==> src/rtl/io_responder.sv <==
// io_responder - peripheral-side endpoint of the CPU I/O bus.
//
// Holds a 24-bit LED register written one byte per access and returns one
// byte of the synchronised (optionally debounced) board switches per read.
//
// Ports:
//   clk         system clock, CPU clock domain
//   rst_n       asynchronous active-low reset
//   LEDCtrl     LED chip select (I/O write strobe), active high
//   SwitchCtrl  switch chip select (I/O read strobe), active high
//   addr_in     byte address from the bridge
//   io_wdata    write data from the bridge, only [7:0] used
//   io_rdata    combinational read data (addressed switch byte or 0)
//   sw_in       raw asynchronous board switches
//   led_out     LED drive, active high
//   addr_err    one-cycle pulse after a strobe hits an unmapped address
//
// Build option: define IO_DEBOUNCE_EN to insert a per-bit debouncer after
// the synchroniser; without it the synchroniser output is read directly.
module io_responder #(
   parameter logic [31:0] IO_BASE         = 32'hFFFF_FC60,
   parameter logic [3:0]  LED_OFF         = 4'h0,
   parameter logic [3:0]  SW_OFF          = 4'h0,
   parameter int unsigned DEBOUNCE_CYCLES = 200000
) (
   input  logic        clk,
   input  logic        rst_n,
   input  logic        LEDCtrl,
   input  logic        SwitchCtrl,
   input  logic [31:0] addr_in,
   input  logic [31:0] io_wdata,
   output logic [7:0]  io_rdata,
   input  logic [23:0] sw_in,
   output logic [23:0] led_out,
   output logic        addr_err
);

   localparam logic [31:0] SW_BASE = IO_BASE + 32'h10;

   logic [3:0]  led_rel;
   logic [3:0]  sw_rel;
   logic        hit_led;
   logic        hit_sw;
   logic [23:0] sync1;
   logic [23:0] sync2;
   logic [23:0] sw_db;
   logic        unused_bits;

   assign unused_bits = ^{io_wdata[31:8], DEBOUNCE_CYCLES};

   // Offsets are subtracted in 4 bits so an address below the offset wraps
   // to a large value and fails the range test.
   assign led_rel = addr_in[3:0] - LED_OFF;
   assign sw_rel  = addr_in[3:0] - SW_OFF;
   assign hit_led = (addr_in[31:4] == IO_BASE[31:4]) && (led_rel < 4'd3);
   assign hit_sw  = (addr_in[31:4] == SW_BASE[31:4]) && (sw_rel < 4'd3);

   always_ff @(posedge clk or negedge rst_n) begin
      if (!rst_n) begin
         led_out <= '0;
      end else if (LEDCtrl && hit_led) begin
         case (led_rel[1:0])
            2'd0:    led_out[7:0]   <= io_wdata[7:0];
            2'd1:    led_out[15:8]  <= io_wdata[7:0];
            2'd2:    led_out[23:16] <= io_wdata[7:0];
            default: led_out        <= led_out;
         endcase
      end
   end

   always_ff @(posedge clk or negedge rst_n) begin
      if (!rst_n) begin
         addr_err <= 1'b0;
      end else begin
         addr_err <= (LEDCtrl && !hit_led) || (SwitchCtrl && !hit_sw);
      end
   end

   always_ff @(posedge clk or negedge rst_n) begin
      if (!rst_n) begin
         sync1 <= '0;
         sync2 <= '0;
      end else begin
         sync1 <= sw_in;
         sync2 <= sync1;
      end
   end

`ifdef IO_DEBOUNCE_EN
   localparam int unsigned CW = (DEBOUNCE_CYCLES > 1) ? $clog2(DEBOUNCE_CYCLES) : 1;
   localparam logic [CW-1:0] CNT_MAX = CW'(DEBOUNCE_CYCLES - 1);

   logic [CW-1:0] cnt [24];

   // Each bit counts consecutive cycles of disagreement with its accepted
   // value; any agreement restarts the count, so short glitches never land.
   always_ff @(posedge clk or negedge rst_n) begin
      if (!rst_n) begin
         sw_db <= '0;
         for (int unsigned i = 0; i < 24; i++) begin
            cnt[i] <= '0;
         end
      end else begin
         for (int unsigned i = 0; i < 24; i++) begin
            if (sync2[i] != sw_db[i]) begin
               if (cnt[i] == CNT_MAX) begin
                  sw_db[i] <= sync2[i];
                  cnt[i]   <= '0;
               end else begin
                  cnt[i] <= cnt[i] + 1'b1;
               end
            end else begin
               cnt[i] <= '0;
            end
         end
      end
   end
`else
   always_comb begin
      sw_db = sync2;
   end
`endif

   always_comb begin
      io_rdata = '0;
      if (SwitchCtrl && hit_sw) begin
         case (sw_rel[1:0])
            2'd0:    io_rdata = sw_db[7:0];
            2'd1:    io_rdata = sw_db[15:8];
            2'd2:    io_rdata = sw_db[23:16];
            default: io_rdata = '0;
         endcase
      end
   end

endmodule
==> config.mk <==
export PLATFORM = sky130hd
export DESIGN_NAME = io_responder
export DESIGN_NICKNAME = d
export VERILOG_FILES = /design/src/rtl/io_responder.sv
export SDC_FILE = /design/constraint.sdc
export NUM_CORES = 1
export LEC_CHECK = 0
export ABC_CLOCK_PERIOD_IN_PS = 5250
export CAP_MARGIN = 30
export CORE_MARGIN = 3
export CORE_UTILIZATION = 43
export DETAILED_ROUTE_END_ITERATION = 12
export GPL_TIMING_DRIVEN = 0
export PLACE_DENSITY = 0.9
export SLEW_MARGIN = 40
export SYNTH_ARGS = -nofsm -noshare
export SYNTH_HDL_FRONTEND = slang
export SYNTH_SLANG_ARGS = --single-unit
==> constraint.sdc <==
create_clock -name clk -period 5.25 [get_ports clk]
set_input_delay 1.575 -clock clk [delete_from_list [all_inputs] [get_ports clk]]
set_output_delay 1.575 -clock clk [all_outputs]
set_load 0.05 [all_outputs]
# Word-level counts from Yosys, hierarchy flattened
# Index checks and enable logic that the tools add are counted.
[classes]
n_lt_le_gt_ge = 1
n_mux = 2
eq_ne = 4
n_reduce_logical = 13
[ops]
columns = ["operator", "count"]
rows = [
  ["28-bit == test (second input constant)", 2],
  ["8-bit case mux with 3 select lines", 1],
  ["8-bit two-way mux", 1],
  ["1-bit logical AND", 6],
  ["2-bit AND reduction", 3],
  ["4-bit by 2-bit less-than comparator with 1-bit output (second input constant)", 1],
  ["2-bit by 1-bit == test with 1-bit output (second input constant)", 1],
  ["2-bit == test (second input constant)", 1],
  ["1-bit logical NOT", 2],
  ["2-bit logical NOT", 1],
  ["1-bit logical OR", 1],
]
[totals]
register_bits = 73
output_inout_bits = 33
input_bits = 92
elab_cells = 26

# Logic depth before layout (Yosys ltp)
# Gate-level depths: netlist (run 1).
[depth]
depth_word = 5
mapped_depth = 5
mapped_depth_nobuf = 4

# Worst setup path after synthesis (run 1)
# OpenSTA, ideal clock, no wires.
[synth_timing]
path_kind = "input to output"
start = "input addr_in[2]"
end = "output io_rdata[0]"
cell_stages = 4
t_required_ns = 3.675
path_slack_ns = 0.082
n_path_buf = 0
arrival_time_ns = 3.593
path_cell_list = "nand4b_1 nor4_4 nand3_1 nor3_1"
[synth_via]
elab_chain_cells = 4
[synth_lines]
columns = ["element", "line", "text"]
rows = [
  ["start, declared", "30", "input logic [31:0] addr_in,"],
  ["4-bit by 2-bit less-than comparator with 1-bit output", "56", "assign hit_sw = (addr_in[31:4] == SW_BASE[31:4]) && (sw_rel < 4'd3);"],
  ["1-bit logical AND", "56", ""],
  ["1-bit logical AND", "126", "if (SwitchCtrl && hit_sw) begin"],
  ["8-bit two-way mux", "126", ""],
  ["end, declared", "32", "output logic [7:0] io_rdata,"],
]
# No other way between the ends.

# Worst setup path in the final report (run 1)
[layout_timing]
start = "input addr_in[21]"
end = "output io_rdata[3]"
[layout_via]
elab_chain_cells = 4
[layout_lines]
columns = ["element", "line"]
rows = [
  ["28-bit == test", "56"],
  ["1-bit logical AND", "56"],
  ["1-bit logical AND", "126"],
  ["8-bit two-way mux", "126"],
]
# No other way between the ends.

==> impl_metrics.yaml, run 1 <==
routing:
  wl_per_cell_um: 14.81
  vias: 1650
  drtIter0Drc: 33
  avgViaCountPerCell: 4.755
  drtAntennaViolNets: 0
  routed_wl_um: 5140
  drcViolationCount: 0
  dr.pass1.iters: 4
die:
  num_io_pins: 125
  die_width_um: 82.27
  dieHeight_um: 82.27
  die_area_um2: 6768
  initial_utilization: 0.4487
  rows: 27
  coreArea_um2: 5574
cts:
  cts-buffers-inserted: 9
  cts_tree: "built"
  clockBufferDepth: 2
  cts-htree-levels: 3
  cts_root_buf: "clkbuf_8"
  clk_pin_slew_ps: 70
  post-cts-setup-buffers: 0
  cts_num_sinks: 73
  clk_latency_ps: 330
logic_synthesis:
  syn_nets: 250
  syn_inst: 158
  ys_seq_area_frac: 0.7304
  syn_area_per_cell_um2: 15.83
  yosysWarnings: 0
  synth_cell_types: 24
  ys_ff_latch: 73
  syn-cell-area_um2: 2501
sta:
  fin_skew_ps: 4.350
  slew_violations: 0
  slew-limit-headroom: 0.6519
  hold_viol_final: 0
  tightest_slew_ps: 520.5
  grt_setup_unrepaired: "no"
  max_freq_mhz: 194.8
  fin_worst_hold_slack_ps: 347.3
  fin_crit_ps: 5134
  min_period_over_period: 0.9780
  fin_ws_ps: 115.6
  setup_viol: 0
cells_and_area:
  final_nets: 362
  n_fill_cell: 401
  n_antenna_cell: 0
  drive_above_1_share: 0.2000
  final_cell_mix: "clkdlybuf4s50_1, dfrtp_1, mux2_2"
  layout_commonest_cell: "clkdlybuf4s50_1"
  multi_input_area_um2: 666.9
  layout.area.seq_um2: 1827
  stdcell_count: 347
  synthToLayoutAreaGrowth_pct: 51.08
  post-route-cell-area_um2: 3779
global_route:
  gr-total-overflow: 0
  grt_pass1_wl_um: 7700
  grt_pass1_vias: 1692
  grt_usage: 0.1593
  antenna_found_initial: 0
  grt_max_degree: 41
critical_path:
  critPathArrivalTime_ps: 3560
  worstSetupPathType: "input port to output port"
  critical-path-max-stage-delay_ps: 460
  cp.required_ps: 3680
  worst-path-buf-inv: 2
  cpLargestDelayFamily: "simple AND/OR/NAND/NOR gates"
  endpoint_kind: "output port"
  worst_setup_path_start_kind: "input port"
  critPathSlowestCell: "clkdlybuf4s50_1"
  path_cells: "clkdlybuf4s50_1 -> nand4_1 -> nor4_4 -> nand3_2 -> nor3_1 -> clkdlybuf4s18_2"
  cp_max_fo: 8
  worst-r2r-setup-slack_ps: 4470
place:
  dp_hpwl_um: 3890
  place.port_buffers: 100
  dpl_cell_area_um2: 3610
  pre_cts_ws_ps: -494.2
  place.gp.congestion: 0.7192
  placed_cells: 331
run_status:
  status: "finished, final reports clean"
power:
  seqPwrFrac: 0.543
  power.total_mw: 1.080
  power.density_nw_per_um2: 285.7
  p_int_uw: 855.6
  p_sw_frac: 0.2075
  switchingPower_uw: 224.0
  max-vdd-ir-drop_uv: 245.8
  power_frac_comb: 0.079
  p_leak_nw: 1.696
  power_frac_clock: 0.378
worst_hold_path:
  hold_path.class: "flop to flop"
run:
  drv_cap: 0
## synth_stat cells
cell type	count	area share
dfrtp_1	73	0.73
clkbuf_1	1	0.0015
a21oi_1	8	0.016
nor3_1	9	0.018
mux2_2	24	0.11
nor4_4	1	0.0085
nand2b_1	1	0.0025
nand4_2	3	0.015
o21a_1	1	0.0030
nand2_1	2	0.0030
nor3b_1	2	0.0060
buf_2	1	0.0020
mux2i_1	8	0.032
nor2b_1	2	0.0050
buf_1	1	0.0015
nor4bb_1	1	0.0040
clkbuf_2	1	0.0020
nand3_1	1	0.0020
nor2_1	10	0.015
nand4_1	3	0.0075
nand3b_1	1	0.0030
nand4b_1	2	0.0070
and4_1	1	0.0035
o2111ai_1	1	0.0035
## worst paths after layout
| path | cells after the start | from | end |
|---|---|---|---|
| max | 6 | addr_in[21] | io_rdata[3] |
| min reg2reg | 0 | sync1[21] | sw_db[21] |
| max in group asynchronous | 2 | rst_n | sw_db[13] |
| max reg2reg | 1 | led_out[4] | led_out[4] |
| min in group asynchronous | 1 | rst_n | sync1[15] |
| min | 0 | sync1[21] | sw_db[21] |
## power by group through the flow
stage          clock network [mW]  logic [mW]  registers (mW)
6_report                    0.408      0.0858           0.586
5_1_grt                     0.444      0.0942           0.587
4_1_cts                     0.420      0.0871           0.586
3_5_place_dp                    0      0.0869           0.597
3_3_place_gp                    0      0.0835           0.596
2_1_floorplan                   0      0.0165           0.597
## final cells by class
class,instances,share of cell area
sequential,73,0.4834
clock buffer,12,0.03576
multi-input combinational,81,0.1765
buffer,4,0.004636
timing repair buffer,101,0.2616
clock inverter,4,0.01424
tap,72,0.02384
## registers in the layout (all words and copies together), names as in the netlist
name	cells
addr_err	1
led_out	24
sw_db	24
sync1	24
## through the flow
| stage | setup TNS (ps) | util |
|---|---|---|
| 2_1_floorplan | 0 | - |
| 3_3_place_gp | -3641 | 0.6444 |
| 3_5_place_dp | -3537 | 0.6476 |
| 4_1_cts | 0 | 0.6842 |
| 5_1_grt | 0 | 0.6779 |
| 6_report | 0 | 0.6779 |
## kinds of logic after synthesis
logic type | after synthesis | share of synthesized area
multiplexers | 32 | 0.1401
AND/OR/NAND/NOR | 39 | 0.1001
AO/OA/AOI/OAI | 10 | 0.02251
buffers and inverters | 4 | 0.006997
flip-flops | 73 | 0.7304
## layer usage
metal | share of wire | up-vias | track usage
li1 | - | 784 | -
met3 | 0.095 | 9 | 0.04989
met4 | 0.019 | 0 | 0.09967
met2 | 0.51 | 66 | 0.2732
met5 | 0 | - | 0
met1 | 0.37 | 791 | 0.1692
## timing repair
item,CTS,global route
endpoints found under the setup margin,8,5
resized for setup,33,15
hold buffers,0,0
cloned,0,0
Note: power is estimated with default switching activity, not from simulation.
==> inputs of run 2 (changes only) <==
--- a/config.mk
+++ b/config.mk
@@ -9,6 +9,7 @@
 export CAP_MARGIN = 30
 export CORE_MARGIN = 3
 export CORE_UTILIZATION = 43
+export CTS_BUF_LIST = sky130_fd_sc_hd__clkbuf_16
 export DETAILED_ROUTE_END_ITERATION = 12
 export GPL_TIMING_DRIVEN = 0
 export PLACE_DENSITY = 0.9
==> impl_metrics.yaml, run 2 (synthesis gave the netlist of run 1 again) <==
critical_path:
  cp.required_ps: 3680
  cpLargestDelayFamily: "simple AND/OR/NAND/NOR gates"
  r2r-start: "led_out[9]"
  worst_setup_path_start_kind: "input port"
  path_cells: "clkdlybuf4s50_1 -> nand4_1 -> nor4_4 -> nand3_2 -> nor3_1 -> clkdlybuf4s18_2"
  critPathArrivalTime_ps: 3560
  critPathSlowestCell: "clkdlybuf4s50_1"
  crit_start: "addr_in[21]"
  endpoint_kind: "output port"
  critical-path-max-stage-delay_ps: 460
  worst-path-buf-inv: 2
  cp_max_fo: 8
  worstSetupPathType: "input port to output port"
sta:
  max_freq_mhz: 194.8
  slew_violations: 0
  setup_viol: 0
  setup_tns_ps: 0
  grt_setup_unrepaired: "no"
  slew-limit-headroom: 0.6525
  hold_viol_final: 0
  min_period_over_period: 0.9779
  tightest_slew_ps: 519.6
  fin_skew_ps: 5.122
  fin_crit_ps: 5134
routing:
  drtIter0Drc: 32
  drtAntennaViolNets: 0
  drcViolationCount: 0
  wl_per_cell_um: 15.29
  vias: 1682
  avgViaCountPerCell: 4.847
  dr.pass1.iters: 4
  routed_wl_um: 5305
cts:
  clk_latency_ps: 320
  cts_tree: "built"
  cts-htree-levels: 3
  cts_num_sinks: 73
  clk_pin_slew_ps: 60
  cts_root_buf: "clkbuf_16"
  post-cts-setup-buffers: 0
  cts-buffers-inserted: 9
  postCtsHoldBufs: 0
  clockBufferDepth: 2
cells_and_area:
  layout_commonest_cell: "clkdlybuf4s50_1"
  synthToLayoutAreaGrowth_pct: 55.13
  final_cell_mix: "clkdlybuf4s50_1, dfrtp_1, mux2_2"
  post-route-cell-area_um2: 3880
  stdcell_count: 347
  fin_util: 0.6961
  n_fill_cell: 390
  n_antenna_cell: 0
  final_nets: 362
  drive_above_1_share: 0.2000
  largestRegisters: "led_out: 24 flops, sw_db: 24 flops, sync1: 24 flops"
global_route:
  grt_max_degree: 41
  gr-total-overflow: 0
  grt_pass1_vias: 1750
  antenna_found_initial: 0
  grt_usage: 0.1652
  grt_pass1_wl_um: 8017
power:
  power.density_nw_per_um2: 319.9
  power.total_mw: 1.241
  p_leak_nw: 1.755
  max-vdd-ir-drop_uv: 327.1
place:
  dpl_cell_area_um2: 3610
  placed_cells: 331
  place.gp.congestion: 0.7192
  dp_hpwl_um: 3890
  place.port_buffers: 100
run:
  drv_cap: 0
die:
  dieHeight_um: 82.27
  rows: 27
  num_io_pins: 125
  coreArea_um2: 5574
  die_width_um: 82.27
  die_area_um2: 6768
  initial_utilization: 0.4487
worst_hold_path:
  min_from: "sync1[21]"
  hold_path.class: "flop to flop"
run_status:
  status: "finished, final reports clean"
[run 2: area by class of cell]
cell class / instances / area [um2] / area share
plain buffers: 4 / 17.52 / 0.004515
clock inverters: 7 / 65.06 / 0.01677
clock buffers: 9 / 225.2 / 0.05805
flip-flops and latches: 73 / 1827 / 0.4708
multi-input cells: 81 / 666.9 / 0.1719
repair buffers: 101 / 988.4 / 0.2548
well taps: 72 / 90.09 / 0.02322
[run 2: final timing paths]
kind,endpoint,slack (ps),depth (start not counted)
min in group asynchronous,sync1[18],1220,1
setup reg to reg,led_out[9],4470,1
max in group asynchronous,led_out[6],3500,2
setup / recovery,io_rdata[3],120,6
hold / removal,sw_db[21],340,0
hold reg to reg,sw_db[21],340,0
[run 2: layer usage]
layer,global-route usage,vias up,wire length [um]
li1,-,783,-
met4,0.07973,0,91
met3,0.05640,11,513
met5,0,-,0
met1,0.1731,814,1911
met2,0.2941,74,2788
[run 2: where the power goes]
part           total [mW]  internal [mW]  leakage (nW)  switching, mW
sequential          0.587          0.582         0.905        0.00503
clock               0.568          0.363         0.145          0.206
combinational      0.0859         0.0538         0.704         0.0321
[run 2: metrics by stage]
stage	hold slack [ps]	setup slack [ps]
global placement	332.2	-514.1
floorplan	331.2	82.01
global route	350.2	0.8009
detailed placement	334.7	-494.2
finish	343.7	116.1
CTS	346.2	28.01
[run 2: repair_timing]
item	4_1_cts	5_1_grt
setup endpoints to repair	8	5
gates resized for setup	33	15
cloned	0	0
==> inputs of run 3 (changes only) <==
--- a/config.mk
+++ b/config.mk
@@ -5,14 +5,15 @@
 export SDC_FILE = /design/constraint.sdc
 export NUM_CORES = 1
 export LEC_CHECK = 0
-export ABC_CLOCK_PERIOD_IN_PS = 5250
+export ABC_CLOCK_PERIOD_IN_PS = 4300
 export CAP_MARGIN = 30
 export CORE_MARGIN = 3
-export CORE_UTILIZATION = 43
+export CORE_UTILIZATION = 36
 export CTS_BUF_LIST = sky130_fd_sc_hd__clkbuf_16
 export DETAILED_ROUTE_END_ITERATION = 12
 export GPL_TIMING_DRIVEN = 0
-export PLACE_DENSITY = 0.9
+export MAX_ROUTING_LAYER = met4
+export PLACE_DENSITY = 0.81
 export SLEW_MARGIN = 40
 export SYNTH_ARGS = -nofsm -noshare
 export SYNTH_HDL_FRONTEND = slang
==> constraint.sdc (replaced) <==
create_clock -name clk -period 4.3 [get_ports clk]
set_input_delay 1.29 -clock clk [delete_from_list [all_inputs] [get_ports clk]]
set_output_delay 1.29 -clock clk [all_outputs]
set_load 0.05 [all_outputs]
==> impl_metrics.yaml, run 3 (synthesis gave the netlist of run 1 again) <==
cells_and_area:
  largestRegisters: "led_out: 24 flops, sw_db: 24 flops, sync1: 24 flops"
  final_nets: 364
  post-route-cell-area_um2: 4110
  stdcell_count: 354
  final_cell_mix: "clkdlybuf4s50_1, dfrtp_1, mux2_2"
  n_antenna_cell: 0
  synthToLayoutAreaGrowth_pct: 64.33
  layout_commonest_cell: "clkdlybuf4s50_1"
  drive_above_1_share: 0.2347
  fin_util: 0.6293
  n_fill_cell: 482
routing:
  dr.pass1.iters: 6
  drtAntennaViolNets: 0
  wl_per_cell_um: 15.69
  avgViaCountPerCell: 4.743
  routed_wl_um: 5555
  vias: 1679
  drcViolationCount: 0
  drtIter0Drc: 45
critical_path:
  r2r-start: "led_out[9]"
  cpLargestDelayFamily: "buffers and inverters"
  worstSetupPathType: "input port to output port"
  path_cells: "clkdlybuf4s50_1 -> nor4bb_1 -> and4_1 -> buf_4 -> nand3_4 -> buf_12 -> nor3_4 -> buf_6"
  worst_setup_path_start_kind: "input port"
  crit_start: "addr_in[10]"
  worst-path-buf-inv: 4
  endpoint_kind: "output port"
  critPathArrivalTime_ps: 2940
  critPathSlowestCell: "clkdlybuf4s50_1"
  critical-path-max-stage-delay_ps: 450
  cp.required_ps: 3010
  cp_max_fo: 8
sta:
  min_period_over_period: 0.9837
  setup_tns_ps: 0
  setup_viol: 0
  hold_viol_final: 0
  slew-limit-headroom: 0.4564
  tightest_slew_ps: 813.4
  slew_violations: 0
  fin_crit_ps: 4230
  max_freq_mhz: 236.4
  fin_skew_ps: 3.457
global_route:
  antenna_found_initial: 0
  grt_pass1_vias: 1710
  gr-total-overflow: 0
  grt_usage: 0.1417
  grt_max_degree: 53
  grt_pass1_wl_um: 7948
die:
  die_area_um2: 7983
  die_width_um: 89.35
  dieHeight_um: 89.35
  rows: 29
  initial_utilization: 0.3830
  num_io_pins: 125
  coreArea_um2: 6531
place:
  place.gp.congestion: 0.8261
  place.port_buffers: 100
  dp_hpwl_um: 4043
  dpl_cell_area_um2: 3627
  placed_cells: 336
power:
  power.density_nw_per_um2: 400.4
  p_leak_nw: 1.871
  max-vdd-ir-drop_uv: 256.4
  power.total_mw: 1.646
cts:
  cts_root_buf: "clkbuf_16"
  cts_tree: "built"
  clk_latency_ps: 310
  clockBufferDepth: 2
  clk_pin_slew_ps: 60
  cts_num_sinks: 73
  postCtsHoldBufs: 0
  cts-htree-levels: 3
  cts-buffers-inserted: 9
worst_hold_path:
  hold_path.class: "flop to flop"
  min_from: "sync1[12]"
run:
  drv_cap: 0
run_status:
  status: "finished, final reports clean"
[run 3: through the flow]
step	worst slack [ps]	hold slack [ps]
global route	-4.950	347.9
global placement	-954.0	333.4
finish	70.04	342.3
detailed placement	-966.9	334.7
CTS	-14.72	343.5
floorplan	-298.0	331.2
[run 3: final timing paths]
path / to / slack (ps) / depth (start not counted)
worst max-delay path: io_rdata[3] / 70 / 8
worst min-delay path: sw_db[12] / 340 / 0
worst max register to register: led_out[9] / 3530 / 1
worst min register to register: sw_db[12] / 340 / 0
max in group asynchronous: led_out[3] / 2980 / 2
min in group asynchronous: sync1[21] / 820 / 1
[run 3: power breakdown]
group	switching, mW	total (mW)	leakage (nW)	internal, mW
Sequential	0.00592	0.717	0.905	0.711
Clock	0.255	0.816	0.166	0.561
Combinational	0.0460	0.113	0.800	0.0672
Total	0.307	1.65	1.87	1.34
[run 3: cell type report]
type | count | area (um2) | area share
Multi-Input combinational cell | 81 | 762.0 | 0.1854
Sequential cell | 73 | 1827 | 0.4444
Timing Repair Buffer | 103 | 1067 | 0.2597
Tap cell | 77 | 96.34 | 0.02344
Clock buffer | 9 | 225.2 | 0.05479
Buffer | 4 | 22.52 | 0.005479
Clock inverter | 7 | 110.1 | 0.02679
[run 3: repair_timing]
item,4_1_cts,5_1_grt
hold endpoints to repair,0,0
pin swaps,1,10
gates resized for setup,68,19
endpoints found under the setup margin,8,8
buffers inserted,1,1
[run 3: layer usage]
layer | wire length [um] | vias to the layer above | global-route usage | part of all wire
met4 | 23 | 0 | 0.05954 | 0.0041
met3 | 434 | 2 | 0.03594 | 0.078
li1 | - | 791 | - | -
met5 | 0 | - | - | 0
met1 | 2137 | 816 | 0.1579 | 0.38
met2 | 2959 | 70 | 0.2411 | 0.53
==> edit 1 (settings of run 1) <==
Put a register stage on the output `io_rdata`, with the module's reset. The value now appears one clock later. The other outputs are not delayed to match. Comments in the files are not updated.
--- a/src/rtl/io_responder.sv
+++ b/src/rtl/io_responder.sv
@@ -38,2 +38,4 @@
    localparam logic [31:0] SW_BASE = IO_BASE + 32'h10;
+
+   logic [7:0] io_rdata_d;
 
@@ -124,9 +126,9 @@
    always_comb begin
-      io_rdata = '0;
+      io_rdata_d = '0;
       if (SwitchCtrl && hit_sw) begin
          case (sw_rel[1:0])
-            2'd0:    io_rdata = sw_db[7:0];
-            2'd1:    io_rdata = sw_db[15:8];
-            2'd2:    io_rdata = sw_db[23:16];
-            default: io_rdata = '0;
+            2'd0:    io_rdata_d = sw_db[7:0];
+            2'd1:    io_rdata_d = sw_db[15:8];
+            2'd2:    io_rdata_d = sw_db[23:16];
+            default: io_rdata_d = '0;
          endcase
@@ -135,2 +137,10 @@
 
+   always_ff @(posedge clk or negedge rst_n) begin
+      if (!rst_n) begin
+         io_rdata <= '0;
+      end else begin
+         io_rdata <= io_rdata_d;
+      end
+   end
+
 endmodule
Check against the original RTL: not equivalent (Yosys sat finds a counterexample within 4 cycles, from zero or initial values and one cycle with rst_n low).
==> edit 1 against run 1 <==
- wire length is 9.1% higher
- sequential cell count grew 8
- critical path depth stayed put
- first-iteration DRC count grew 39%
- register-to-register slack worse by 120 ps
- highest routed layer unchanged
- worst setup slack gained 1900 ps
- fmax grew 57%
- synthesized area up 8.1%
- largest cell class unchanged
- count of clock-buffer cells in the layout fell by 2
- cell area is 6.4% higher
- core utilization fell by 0.70 points
- total power up 8.5%
==> edit 1: results (changes against run 1) <==
M3 GR Usage -> 0.0447 (was 0.0499)
sequential fraction of the synthesis area -> 0.750 (was 0.730)
CP delay by family, top -> buffers and inverters (was simple AND/OR/NAND/NOR gates)
Yosys cell types -> 23 (was 24)
routing usage on met1 -> 0.180 (was 0.169)
routed wl met3 -> 358 um (was 486 um)
mux contribution to synthesized area -> 0.130 (was 0.140)
routability-driven placement congestion ratio -> 0.741 (was 0.719)
first-pass GRT wire length -> 8740 um (was 7700 um)
multi-input logic cell count -> 80 (was 81)
Syn Nets -> 257 (was 250)
CP Capture Point -> led_out[17]$_DFFE_PN0P_ (was io_rdata[3])
Post-synth top cells -> 81 x dfrtp_1, 24 x mux2_2, 10 x nor2_1 (was 73 x dfrtp_1, 24 x mux2_2, 10 x nor2_1, 9 x nor3_1)
Worst path max stage delay -> 480 ps (was 460 ps)
Hold Path End -> sw_db[8]$_DFF_PN0_ (was sw_db[21]$_DFF_PN0_)
vias post-DR -> 1706 (was 1650)
reg2reg setup slack -> 4350 ps (was 4470 ps)
worst flop-to-flop path endpoint -> io_rdata[2]$_DFF_PN0_ (was led_out[4]$_DFFE_PN0P_)
crit-path max FO -> 9 (was 8)
vias in the first global route -> 1809 (was 1692)
status -> complete, no violations (unchanged)
area occupied by multi-input gates -> 658 um^2 (was 667 um^2)
wl on met1 -> 2130 um (was 1910 um)
R2R cell count -> 4 (was 1)
Wirelength per Cell -> 15.7 um (was 14.8 um)
First DRT Iteration DRCs -> 46 (was 33)
share of layout cells above drive strength 1 -> 0.167 (was 0.200)
Static Leak -> 0.00181 uW (was 0.00170 uW)
Max rail drop VDD -> 0.259 mV (was 0.246 mV)
Non-clock buffer share -> 0.261 (was 0.266)
Clock Sinks -> 81 (was 73)
Layout clock area frac -> 0.0479 (was 0.0500)
FF+latch area -> 2030 um^2 (was 1830 um^2)
## edit 1: cell count changes in the layout (fill, tap and decap cells not counted), sizes merged, moves of 2 or more
cell | run 1 | this run
clkdlybuf4s50 | 91 | 99
dfrtp | 73 | 81
buf | 10 | 3
clkdlybuf4s18 | 2 | 0
inv | 0 | 2
nor3b | 2 | 0
## edit 1: stage by stage
step	util	power, uW	instances	setup WS, ps	cell area (um^2)
global route	0.671	1220	357	1920	4020
global placement	0.634	743	340	53.8	3800
CTS	0.671	1190	357	2000	4020
floorplan	-	676	165	2370	2700
finish	0.671	1170	357	1990	4020
detailed placement	0.639	750	341	1630	3830
## edit 1: power by group through the flow
| stage | combinational [uW] | clock, uW | sequential, uW |
|---|---|---|---|
| finish | 88.3 | 436 | 647 |
| global route | 96.5 | 478 | 649 |
| CTS | 90.2 | 449 | 648 |
| detailed placement | 89.5 | 0 | 660 |
| global placement | 84.2 | 0 | 659 |
| floorplan | 16.3 | 0 | 660 |
==> edit 2 (config.mk and constraints of run 1) <==
Made on the original files. Register the inputs `LEDCtrl`, `SwitchCtrl`, `addr_in`, `io_wdata` and `sw_in` before use, without a reset. The logic sees them one clock later.
--- a/src/rtl/io_responder.sv
+++ b/src/rtl/io_responder.sv
@@ -39,2 +39,16 @@
 
+   logic LEDCtrl_q;
+   logic SwitchCtrl_q;
+   logic [31:0] addr_q;
+   logic [31:0] io_wdata_q;
+   logic [23:0] sw_q;
+
+   always_ff @(posedge clk) begin
+      LEDCtrl_q    <= LEDCtrl;
+      SwitchCtrl_q <= SwitchCtrl;
+      addr_q       <= addr_in;
+      io_wdata_q   <= io_wdata;
+      sw_q         <= sw_in;
+   end
+
    logic [3:0]  led_rel;
@@ -48,3 +62,3 @@
 
-   assign unused_bits = ^{io_wdata[31:8], DEBOUNCE_CYCLES};
+   assign unused_bits = ^{io_wdata_q[31:8], DEBOUNCE_CYCLES};
 
@@ -52,6 +66,6 @@
    // to a large value and fails the range test.
-   assign led_rel = addr_in[3:0] - LED_OFF;
-   assign sw_rel  = addr_in[3:0] - SW_OFF;
-   assign hit_led = (addr_in[31:4] == IO_BASE[31:4]) && (led_rel < 4'd3);
-   assign hit_sw  = (addr_in[31:4] == SW_BASE[31:4]) && (sw_rel < 4'd3);
+   assign led_rel = addr_q[3:0] - LED_OFF;
+   assign sw_rel  = addr_q[3:0] - SW_OFF;
+   assign hit_led = (addr_q[31:4] == IO_BASE[31:4]) && (led_rel < 4'd3);
+   assign hit_sw  = (addr_q[31:4] == SW_BASE[31:4]) && (sw_rel < 4'd3);
 
@@ -60,7 +74,7 @@
          led_out <= '0;
-      end else if (LEDCtrl && hit_led) begin
+      end else if (LEDCtrl_q && hit_led) begin
          case (led_rel[1:0])
-            2'd0:    led_out[7:0]   <= io_wdata[7:0];
-            2'd1:    led_out[15:8]  <= io_wdata[7:0];
-            2'd2:    led_out[23:16] <= io_wdata[7:0];
+            2'd0:    led_out[7:0]   <= io_wdata_q[7:0];
+            2'd1:    led_out[15:8]  <= io_wdata_q[7:0];
+            2'd2:    led_out[23:16] <= io_wdata_q[7:0];
             default: led_out        <= led_out;
@@ -74,3 +88,3 @@
       end else begin
-         addr_err <= (LEDCtrl && !hit_led) || (SwitchCtrl && !hit_sw);
+         addr_err <= (LEDCtrl_q && !hit_led) || (SwitchCtrl_q && !hit_sw);
       end
@@ -83,3 +97,3 @@
       end else begin
-         sync1 <= sw_in;
+         sync1 <= sw_q;
          sync2 <= sync1;
@@ -125,3 +139,3 @@
       io_rdata = '0;
-      if (SwitchCtrl && hit_sw) begin
+      if (SwitchCtrl_q && hit_sw) begin
          case (sw_rel[1:0])
Formal check against the unedited RTL: not equivalent (Yosys sat finds a counterexample within 4 cycles, from zero or initial values and one cycle with rst_n low).
==> edit 2 against run 1 <==
- cell count is 33% higher
- critical endpoint is now io_rdata[0]
- sequential cell count is 66 higher
- synthesized area rose by 53%
- non-clock buffer count is the same
- global-route usage decreased by 0.49 points
- cell area grew 47%
- total power is 120% higher
- sequential share of layout area rose by 8.4 points
- first-iteration DRC count up 36%
- wire length up 40%
- worst setup slack improved by 430 ps
==> edit 2: results (changes against run 1) <==
status -> complete, no violations (unchanged)
synth top area cells -> dfrtp_1 48%, dfxtp_1 35%, mux2_2 7.1% (was dfrtp_1 73%, mux2_2 11%, mux2i_1 3.2%)
overall routed net length -> 7210 um (was 5140 um)
vias in the first global route -> 2445 (was 1692)
first-pass GRT wire length -> 11500 um (was 7700 um)
First DRT Iteration DRCs -> 45 (was 33)
Nets -> 435 (was 362)
largest net degree at the start of global routing -> 50 (was 41)
sequential fraction of the synthesis area -> 0.823 (was 0.730)
max reg flops -> 32
HPWL after DPL -> 4920 um (was 3890 um)
CTS Buf Count -> 17 (was 9)
routed wl met2 -> 3910 um (was 2640 um)
Syn Nets -> 315 (was 250)
Max rail drop VDD -> 0.297 mV (was 0.246 mV)
routed wl met3 -> 491 um (was 486 um)
Total GRT Usage -> 0.154 (was 0.159)
Worst path max stage delay -> 870 ps (was 460 ps)
Static Leak -> 0.00243 uW (was 0.00170 uW)
wl on met1 -> 2660 um (was 1910 um)
htree depth -> 4 (was 3)
clock skew -> 6.63 ps (was 4.35 ps)
share of layout cells above drive strength 1 -> 0.177 (was 0.200)
vias post-DR -> 2143 (was 1650)
Async SR Flop Fraction -> 0.525 (was 1.00)
fillers -> 603 (was 401)
Slew HR -> 0.645 (was 0.652)
routability-driven placement congestion ratio -> 0.721 (was 0.719)
clk_lat worst skew -> 520 ps (was 330 ps)
==> edit 2: where the power goes <==
| part | total [uW] | switching, uW | internal [uW] |
|---|---|---|---|
| Sequential | 1130 | 15.4 | 1110 |
| Combinational | 82.4 | 28.9 | 53.5 |
| Clock | 1120 | 475 | 648 |
| Total | 2330 | 520 | 1810 |
==> edit 2: layout make-up <==
cell class / count / area, um^2 / area share
clock inverter: 14 / 153 / 0.0275
clock buffer: 18 / 418 / 0.0754
timing repair buffer: 101 / 1020 / 0.184
sequential: 139 / 3150 / 0.568
buffer: 4 / 17.5 / 0.00316
multi-input combinational: 80 / 658 / 0.119
tap: 105 / 131 / 0.0237
==> edit 2: path summary, 6_finish.rpt <==
| kind | startpoint | end | slack (ps) | cells past startpoint |
|---|---|---|---|---|
| worst max-delay path | addr_q[2]$_DFF_P_ | io_rdata[0] | 550 | 5 |
| worst min register to register | sw_q[20]$_DFF_P_ | sync1[20]$_DFF_PN0_ | 320 | 0 |
| worst min-delay path | sw_q[20]$_DFF_P_ | sync1[20]$_DFF_PN0_ | 320 | 0 |
| worst max register to register | addr_q[1]$_DFF_P_ | led_out[5]$_DFFE_PN0P_ | 3270 | 4 |
| max in group asynchronous | rst_n | sw_db[0]$_DFF_PN0_ | 3750 | 2 |
| min in group asynchronous | rst_n | led_out[7]$_DFFE_PN0P_ | 960 | 1 |
==> edit 2: logic make-up after synthesis <==
group / Yosys count / synth area share
AO/OA/AOI/OAI: 10 / 0.0147
AND/OR/NAND/NOR: 38 / 0.0658
multiplexers: 32 / 0.0916
buffers and inverters: 4 / 0.00458
flip-flops: 139 / 0.823
==> edit 2: layer usage <==
metal | vias to the layer above | track usage
li1 | 1012 | -
met1 | 1039 | 0.156
met2 | 78 | 0.280
met3 | 14 | 0.0507
met4 | 0 | 0.0819
met5 | - | 0
==> edit 2: worst max-delay path, delay by kind of cell (launching register included) <==
family                 cells  cell delay (ps)
buffers and inverters      1              870
DFF                        1              300
and+or+nand+nor            4             1440
==> edit 2: metrics by stage <==
step / cell area, um^2 / hold slack [ps] / worst slack [ps] / util / cells
floorplan: 3820 / 316 / 1380 / - / 223
global placement: 4960 / 318 / 418 / 0.588 / 428
detailed placement: 4970 / 320 / 1040 / 0.590 / 429
CTS: 5540 / 328 / 466 / 0.658 / 461
global route: 5540 / 333 / 285 / 0.658 / 461
finish: 5540 / 325 / 546 / 0.658 / 461
